File: config.mk
export PLATFORM = sky130hd
export DESIGN_NAME = drac_l15_req_arbiter
export DESIGN_NICKNAME = d
export VERILOG_FILES = /design/src/rtl/drac_l15_arb_pkg.sv /design/src/rtl/drac_l15_arb_prio_select.sv /design/src/rtl/drac_l15_req_arbiter.sv
export SDC_FILE = /design/constraint.sdc
export NUM_CORES = 1
export LEC_CHECK = 0
export ABC_CLOCK_PERIOD_IN_PS = 3900
export CORE_AREA = 2 2 357 359
export DETAILED_ROUTE_END_ITERATION = 12
export DIE_AREA = 0 0 359 361
export HOLD_SLACK_MARGIN = 0.1
export PLACE_DENSITY = 0.4
export SLEW_MARGIN = 20
export SYNTH_ARGS = -nofsm -noshare
export SYNTH_HDL_FRONTEND = slang
export SYNTH_SLANG_ARGS = --single-unit
File: constraint.sdc
create_clock -name clk_i -period 3.9 [get_ports clk_i]
set_input_delay 0.39 -clock clk_i [delete_from_list [all_inputs] [get_ports clk_i]]
set_output_delay 0.39 -clock clk_i [all_outputs]
set_load 0.02 [all_outputs]
File: src/rtl/drac_l15_arb_pkg.sv
// Shared types and constants for the L1.5 request arbiter.
// Port indices, the port-id type and the arbiter state encoding.
package drac_l15_arb_pkg;

  localparam int unsigned NUM_PORTS = 6;
  localparam int unsigned PORTID_W  = $clog2(NUM_PORTS);

  typedef logic [PORTID_W-1:0] req_portid_t;

  localparam req_portid_t ICACHE   = req_portid_t'(0);
  localparam req_portid_t DCACHE   = req_portid_t'(1);
  localparam req_portid_t WBUF     = req_portid_t'(2);
  localparam req_portid_t UC_READ  = req_portid_t'(3);
  localparam req_portid_t UC_WRITE = req_portid_t'(4);
  localparam req_portid_t AMO      = req_portid_t'(5);

  typedef enum logic {
    IDLE  = 1'b0,
    ISSUE = 1'b1
  } arb_state_t;

endpackage

File: src/rtl/drac_l15_arb_prio_select.sv
// Fixed-priority winner select: starved eligible ports pre-empt plain eligible ports,
// lowest index wins within each class.
module drac_l15_arb_prio_select #(
  parameter int unsigned NumPorts = 6
) (
  input  logic [NumPorts-1:0]         eligible,
  input  logic [NumPorts-1:0]         starved,
  output logic [NumPorts-1:0]         grant,
  output logic [$clog2(NumPorts)-1:0] grant_idx,
  output logic                        grant_valid
);

  localparam int unsigned IdxW = $clog2(NumPorts);

  logic [NumPorts-1:0] pick;

  always_comb begin
    pick        = (|starved) ? starved : eligible;
    grant_valid = |pick;
    grant_idx   = '0;
    // Scan downwards so the lowest set index is the last one written.
    for (int p = NumPorts - 1; p >= 0; p--) begin
      if (pick[p]) grant_idx = IdxW'(p);
    end
    grant = grant_valid ? (NumPorts'(1) << grant_idx) : '0;
  end

endmodule

File: src/rtl/drac_l15_req_arbiter.sv
// Shares the single L1.5 request channel between the core's memory requesters.
// One registered request in flight, per-port return credits and starvation promotion.
module drac_l15_req_arbiter
  import drac_l15_arb_pkg::*;
#(
  parameter int unsigned NumPorts       = NUM_PORTS,
  parameter int unsigned ReqWidth       = 128,
  parameter int unsigned MaxOutstanding = 2,
  parameter int unsigned StarveTh       = 8
) (
  input  logic                           clk_i,
  input  logic                           reset_l,
  input  logic [NumPorts-1:0]            req_valid_i,
  output logic [NumPorts-1:0]            req_ready_o,
  input  logic [NumPorts*ReqWidth-1:0]   req_data_i,
  input  logic [NumPorts-1:0]            req_needs_rtrn_i,
  output logic                           l15_val_o,
  output logic [ReqWidth-1:0]            l15_req_o,
  output logic [$clog2(NumPorts)-1:0]    l15_portid_o,
  input  logic                           l15_ack_i,
  input  logic                           rtrn_valid_i,
  input  logic [$clog2(NumPorts)-1:0]    rtrn_portid_i,
  output logic                           busy_o
);

  localparam int unsigned PidW = $clog2(NumPorts);
  localparam int unsigned CntW = $clog2(MaxOutstanding + 1);
  localparam int unsigned StvW = $clog2(StarveTh + 1);

  arb_state_t state_q, state_d;

  logic [NumPorts-1:0][CntW-1:0] credit_cnt;
  logic [NumPorts-1:0][StvW-1:0] starve_cnt;
  logic                          needs_rtrn_q;

  logic [NumPorts-1:0] eligible, starved, grant;
  logic [NumPorts-1:0] cnt_inc, cnt_dec;
  logic [PidW-1:0]     grant_idx;
  logic                grant_valid;
  logic                issue_hs, issue_done;
  logic [ReqWidth-1:0] sel_data;

  always_comb begin
    eligible = '0;
    starved  = '0;
    for (int p = 0; p < NumPorts; p++) begin
      eligible[p] = req_valid_i[p] & (credit_cnt[p] < CntW'(MaxOutstanding));
      starved[p]  = eligible[p] & (starve_cnt[p] == StvW'(StarveTh));
    end
  end

  drac_l15_arb_prio_select #(
    .NumPorts (NumPorts)
  ) u_prio_select (
    .eligible    (eligible),
    .starved     (starved),
    .grant       (grant),
    .grant_idx   (grant_idx),
    .grant_valid (grant_valid)
  );

  assign issue_hs   = (state_q == IDLE) & grant_valid & reset_l;
  assign issue_done = (state_q == ISSUE) & l15_ack_i;
  assign sel_data   = req_data_i[int'(grant_idx)*ReqWidth +: ReqWidth];

  always_ff @(posedge clk_i or negedge reset_l) begin
    if (!reset_l) state_q <= IDLE;
    else          state_q <= state_d;
  end

  always_comb begin
    state_d     = state_q;
    req_ready_o = '0;
    case (state_q)
      IDLE: begin
        // Ready is held low while reset is asserted even though the state reads IDLE.
        req_ready_o = reset_l ? grant : '0;
        if (grant_valid) state_d = ISSUE;
      end
      ISSUE: begin
        if (l15_ack_i) state_d = IDLE;
      end
      default: state_d = IDLE;
    endcase
  end

  // l15_val_o decodes the state flop directly so reset drops it without waiting for a clock.
  assign l15_val_o = (state_q == ISSUE);
  assign busy_o    = (state_q == ISSUE);

  always_ff @(posedge clk_i or negedge reset_l) begin
    if (!reset_l) begin
      l15_req_o    <= '0;
      l15_portid_o <= '0;
      needs_rtrn_q <= 1'b0;
    end else if (issue_hs) begin
      l15_req_o    <= sel_data;
      l15_portid_o <= grant_idx;
      needs_rtrn_q <= req_needs_rtrn_i[grant_idx];
    end
  end

  always_comb begin
    cnt_inc = '0;
    cnt_dec = '0;
    for (int p = 0; p < NumPorts; p++) begin
      cnt_inc[p] = issue_done & needs_rtrn_q & (l15_portid_o == PidW'(p));
      cnt_dec[p] = rtrn_valid_i & (rtrn_portid_i == PidW'(p)) & (credit_cnt[p] != '0);
    end
  end

  always_ff @(posedge clk_i or negedge reset_l) begin
    if (!reset_l) begin
      credit_cnt <= '0;
    end else begin
      for (int p = 0; p < NumPorts; p++) begin
        if (cnt_inc[p] && !cnt_dec[p])      credit_cnt[p] <= credit_cnt[p] + CntW'(1);
        else if (cnt_dec[p] && !cnt_inc[p]) credit_cnt[p] <= credit_cnt[p] - CntW'(1);
      end
    end
  end

  // Only eligible losers age; a port held off purely by credits keeps its count.
  always_ff @(posedge clk_i or negedge reset_l) begin
    if (!reset_l) begin
      starve_cnt <= '0;
    end else begin
      for (int p = 0; p < NumPorts; p++) begin
        if (!req_valid_i[p]) begin
          starve_cnt[p] <= '0;
        end else if (issue_hs) begin
          if (grant[p])
            starve_cnt[p] <= '0;
          else if (eligible[p] && (starve_cnt[p] != StvW'(StarveTh)))
            starve_cnt[p] <= starve_cnt[p] + StvW'(1);
        end
      end
    end
  end

endmodule

==> metrics.yaml <==
cts:
  clock_sinks: 169
  h-tree-depth: 4
  cts_max_path_buffers: 2
  cts-root-buf: "clkbuf_16"
  cts_buffers: 17
  path_clk_slew_ns: 0.09
  clkLatencyLatePin_ns: 0.55
  cts_tree: "done"
sta:
  period_share_pct: 92.82
  min_period_ns: 3.620
  skew_ns: 0.02266
  setup_ws_ns: 0.2801
  timing.hold.ws_ns: 0.2923
  final-setup-viol-count: 0
  rsz0062_at_grt: "no"
  worst_pin_slew_ns: 0.8537
  hold_viol: 0
  fmax_ghz: 0.2762
  slew-limit-headroom_pct: 43.09
  timing.final.max_slew_violations: 0
  setup-tns-final_ns: 0
grt:
  grt_pass1_wl_microns: 138600
  grt_overflow: 0
  grt_max_degree: 73
  first_global_vias: 17570
  grt_usage_pct: 15.14
  antenna_found_initial: 35
setup_path:
  crit_arrival_ns: 3.23
  critical_path_class: "flop to output port"
  crit_fanout: 21
  crit_path_start_kind: "flop"
  required_ns: 3.51
  endpoint_kind: "output port"
synth:
  synth_fp_nets: 2411
  ys_top_cells_by_area: "dfrtp_1, mux2_2, a32oi_1"
  yosysWarnings: 0
  synth_seq_cells: 169
  ys_seq_area_share_pct: 29.83
  ys.flop_type: "dfrtp_1"
  synthArstFlopShare_pct: 100.0
  synthCells: 1606
  synth_top_area_share_pct: 29.83
  synth_cell_type_count: 64
  synth_edf_count: 0
  synth_area_sq_um: 14170
  syn_avg_cell_area_sq_um: 8.826
  synth.largest_area_cell: "dfrtp_1"
placement:
  placed_cell_area_sq_um: 25780
  dpl_worst_slack_ns: 0.2790
  gp_congestion: 0.8681
  dp_hpwl_microns: 80410
  io_buffers: 925
  dp.cells: 4115
drt:
  drt_iter0_drc: 962
  wire_per_inst_microns: 24.36
  dr.pass1.iters: 5
  ant_nets: 0
  routed_wirelength_microns: 101300
  drc: 0
  viasPerCell: 4.059
  via_count: 16880
power_and_ir_drop:
  p_int_w: 0.007745
  clock_power_share_pct: 14.1
  netSwitchingPower_w: 0.006469
  sw_frac_of_total_pct: 45.51
  vdd_drop_max_v: 0.0003946
  seqPwrFrac_pct: 21.7
  powerDensity_nw_per_um2: 536.9
  leakage_nw: 9.598
  combinationalPowerShare_pct: 64.1
floorplan:
  start_util_pct: 11.30
  dieHeight_microns: 361
  die_w_microns: 359
  core_area_sq_um: 125400
  io_pins: 926
  rows: 130
  die_area_sq_um: 129600
worst_hold_path:
  min_path_type: "input pin to asynchronous set/reset pin"
layout:
  instances_no_fill: 4157
  layout_commonest_cell: "clkdlybuf4s50_1"
  fin_area_sq_um: 26480
  drive_gt1_share_pct: 16.65
  finalNetCount: 3291
  fillers: 13930
  layout_common_cells: "clkdlybuf4s50_1, nor2_1, mux2_2"
  area_growth_syn_to_layout_pct: 86.78
flow_run:
  drv_cap: 0
status:
  status: "completed"
flip-flops by register name, summed over array words and instances, names as in the netlist:
signal,cells
l15_portid_o,3
starve_cnt,24
credit_cnt,12
l15_req_o,128
needs_rtrn_q,1
busy_o,1
metal layers:
layer | wire (microns) | vias up | part of all wire (%) | global-route usage, %
met5 | 94 | - | 0.093 | 0
met2 | 48100 | 728 | 47 | 24.94
met1 | 42680 | 8313 | 42 | 18.59
met4 | 2156 | 18 | 2.1 | 4.385
li1 | - | 7719 | - | -
met3 | 8248 | 97 | 8.1 | 5.216
timing repair:
action	CTS	global route
endpoints found under the hold margin	42	0
hold buffers	1	0
endpoints found under the setup margin	2	4
gates resized for setup	2	5
pin swaps	1	0
setup buffers	1	0
final timing paths:
| path | startpoint | end | cells past startpoint | slack [ns] |
|---|---|---|---|---|
| setup reg to reg | starve_cnt[4]$_DFFE_PN0P_ | l15_req_o[56]$_DFFE_PN0P_ | 12 | 0.42 |
| max in group asynchronous | reset_l | l15_req_o[92]$_DFFE_PN0P_ | 4 | 1.96 |
| hold / removal | reset_l | l15_req_o[13]$_DFFE_PN0P_ | 2 | 0.29 |
| hold reg to reg | l15_req_o[44]$_DFFE_PN0P_ | l15_req_o[44]$_DFFE_PN0P_ | 2 | 0.50 |
| setup / recovery | starve_cnt[4]$_DFFE_PN0P_ | req_ready_o[4] | 10 | 0.28 |
| min in group clk_i | req_data_i[547] | l15_req_o[35]$_DFFE_PN0P_ | 3 | 0.40 |
per-stage QoR:
step	utilization (%)	total power, W
after floorplan	-	0.007780
after global placement	20.56	0.01231
after detailed placement	20.56	0.01226
after CTS	21.07	0.01444
after global routing	21.11	0.01505
final	21.11	0.01421
critical path, stage by stage, from the launching register on:
cell and delay (ns):
dfrtp_1 0.43, inv_1 0.08, ha_1 0.14, nand3b_1 0.20, o2bb2a_4 0.31, a31oi_2 0.25
a31oi_4 0.13, buf_4 0.18, buf_12 0.16, a2111oi_4 0.42, dlygate4sd2_1 0.38
power by group through the flow:
stage	sequential, W	clock [W]	combinational (W)
2_1_floorplan	0.00375	0	0.00403
3_3_place_gp	0.00311	0	0.00920
3_5_place_dp	0.00309	0	0.00916
4_1_cts	0.00308	0.00214	0.00922
5_1_grt	0.00318	0.00218	0.00969
6_report	0.00309	0.00201	0.00912
logic make-up after synthesis:
logic type / count (synthesis) / share of synthesized area, %
flops: 169 / 29.83
buf+inv: 167 / 5.482
xor+xnor: 20 / 1.236
fa+ha+maj: 18 / 1.589
mux: 258 / 21.69
simple gates: 506 / 15.03
compound gates: 468 / 25.14
final cells by class:
class / count / area (sq um) / share of cell area (%)
repair buffers: 1011 / 10220 / 38.62
diodes: 8 / 20.02 / 0.07561
well taps: 1650 / 2064 / 7.798
clock inverters: 15 / 191.4 / 0.7231
clock buffers: 17 / 425.4 / 1.607
flip-flops and latches: 169 / 4229 / 15.97
multi-input cells: 1270 / 9256 / 34.96
inverters: 17 / 63.81 / 0.2410
synthesized netlist by cell type, types with 5 or more instances:
library cell,instances
a32oi_1,129
mux2_1,17
nand4b_1,8
o211ai_2,35
a21boi_0,9
buf_6,8
nor2_1,287
mux2_4,45
ha_1,18
buf_2,27
xnor2_1,7
clkbuf_1,97
xor2_1,13
dfrtp_1,169
nor2b_1,12
inv_1,17
nand2_1,153
mux2_2,196
buf_4,15
o21ai_0,143
o22ai_1,5
a21oi_1,9
o211ai_1,99
nand2b_1,8
nand3b_1,8
nand3_1,6
(Power assumes the default switching activity.)
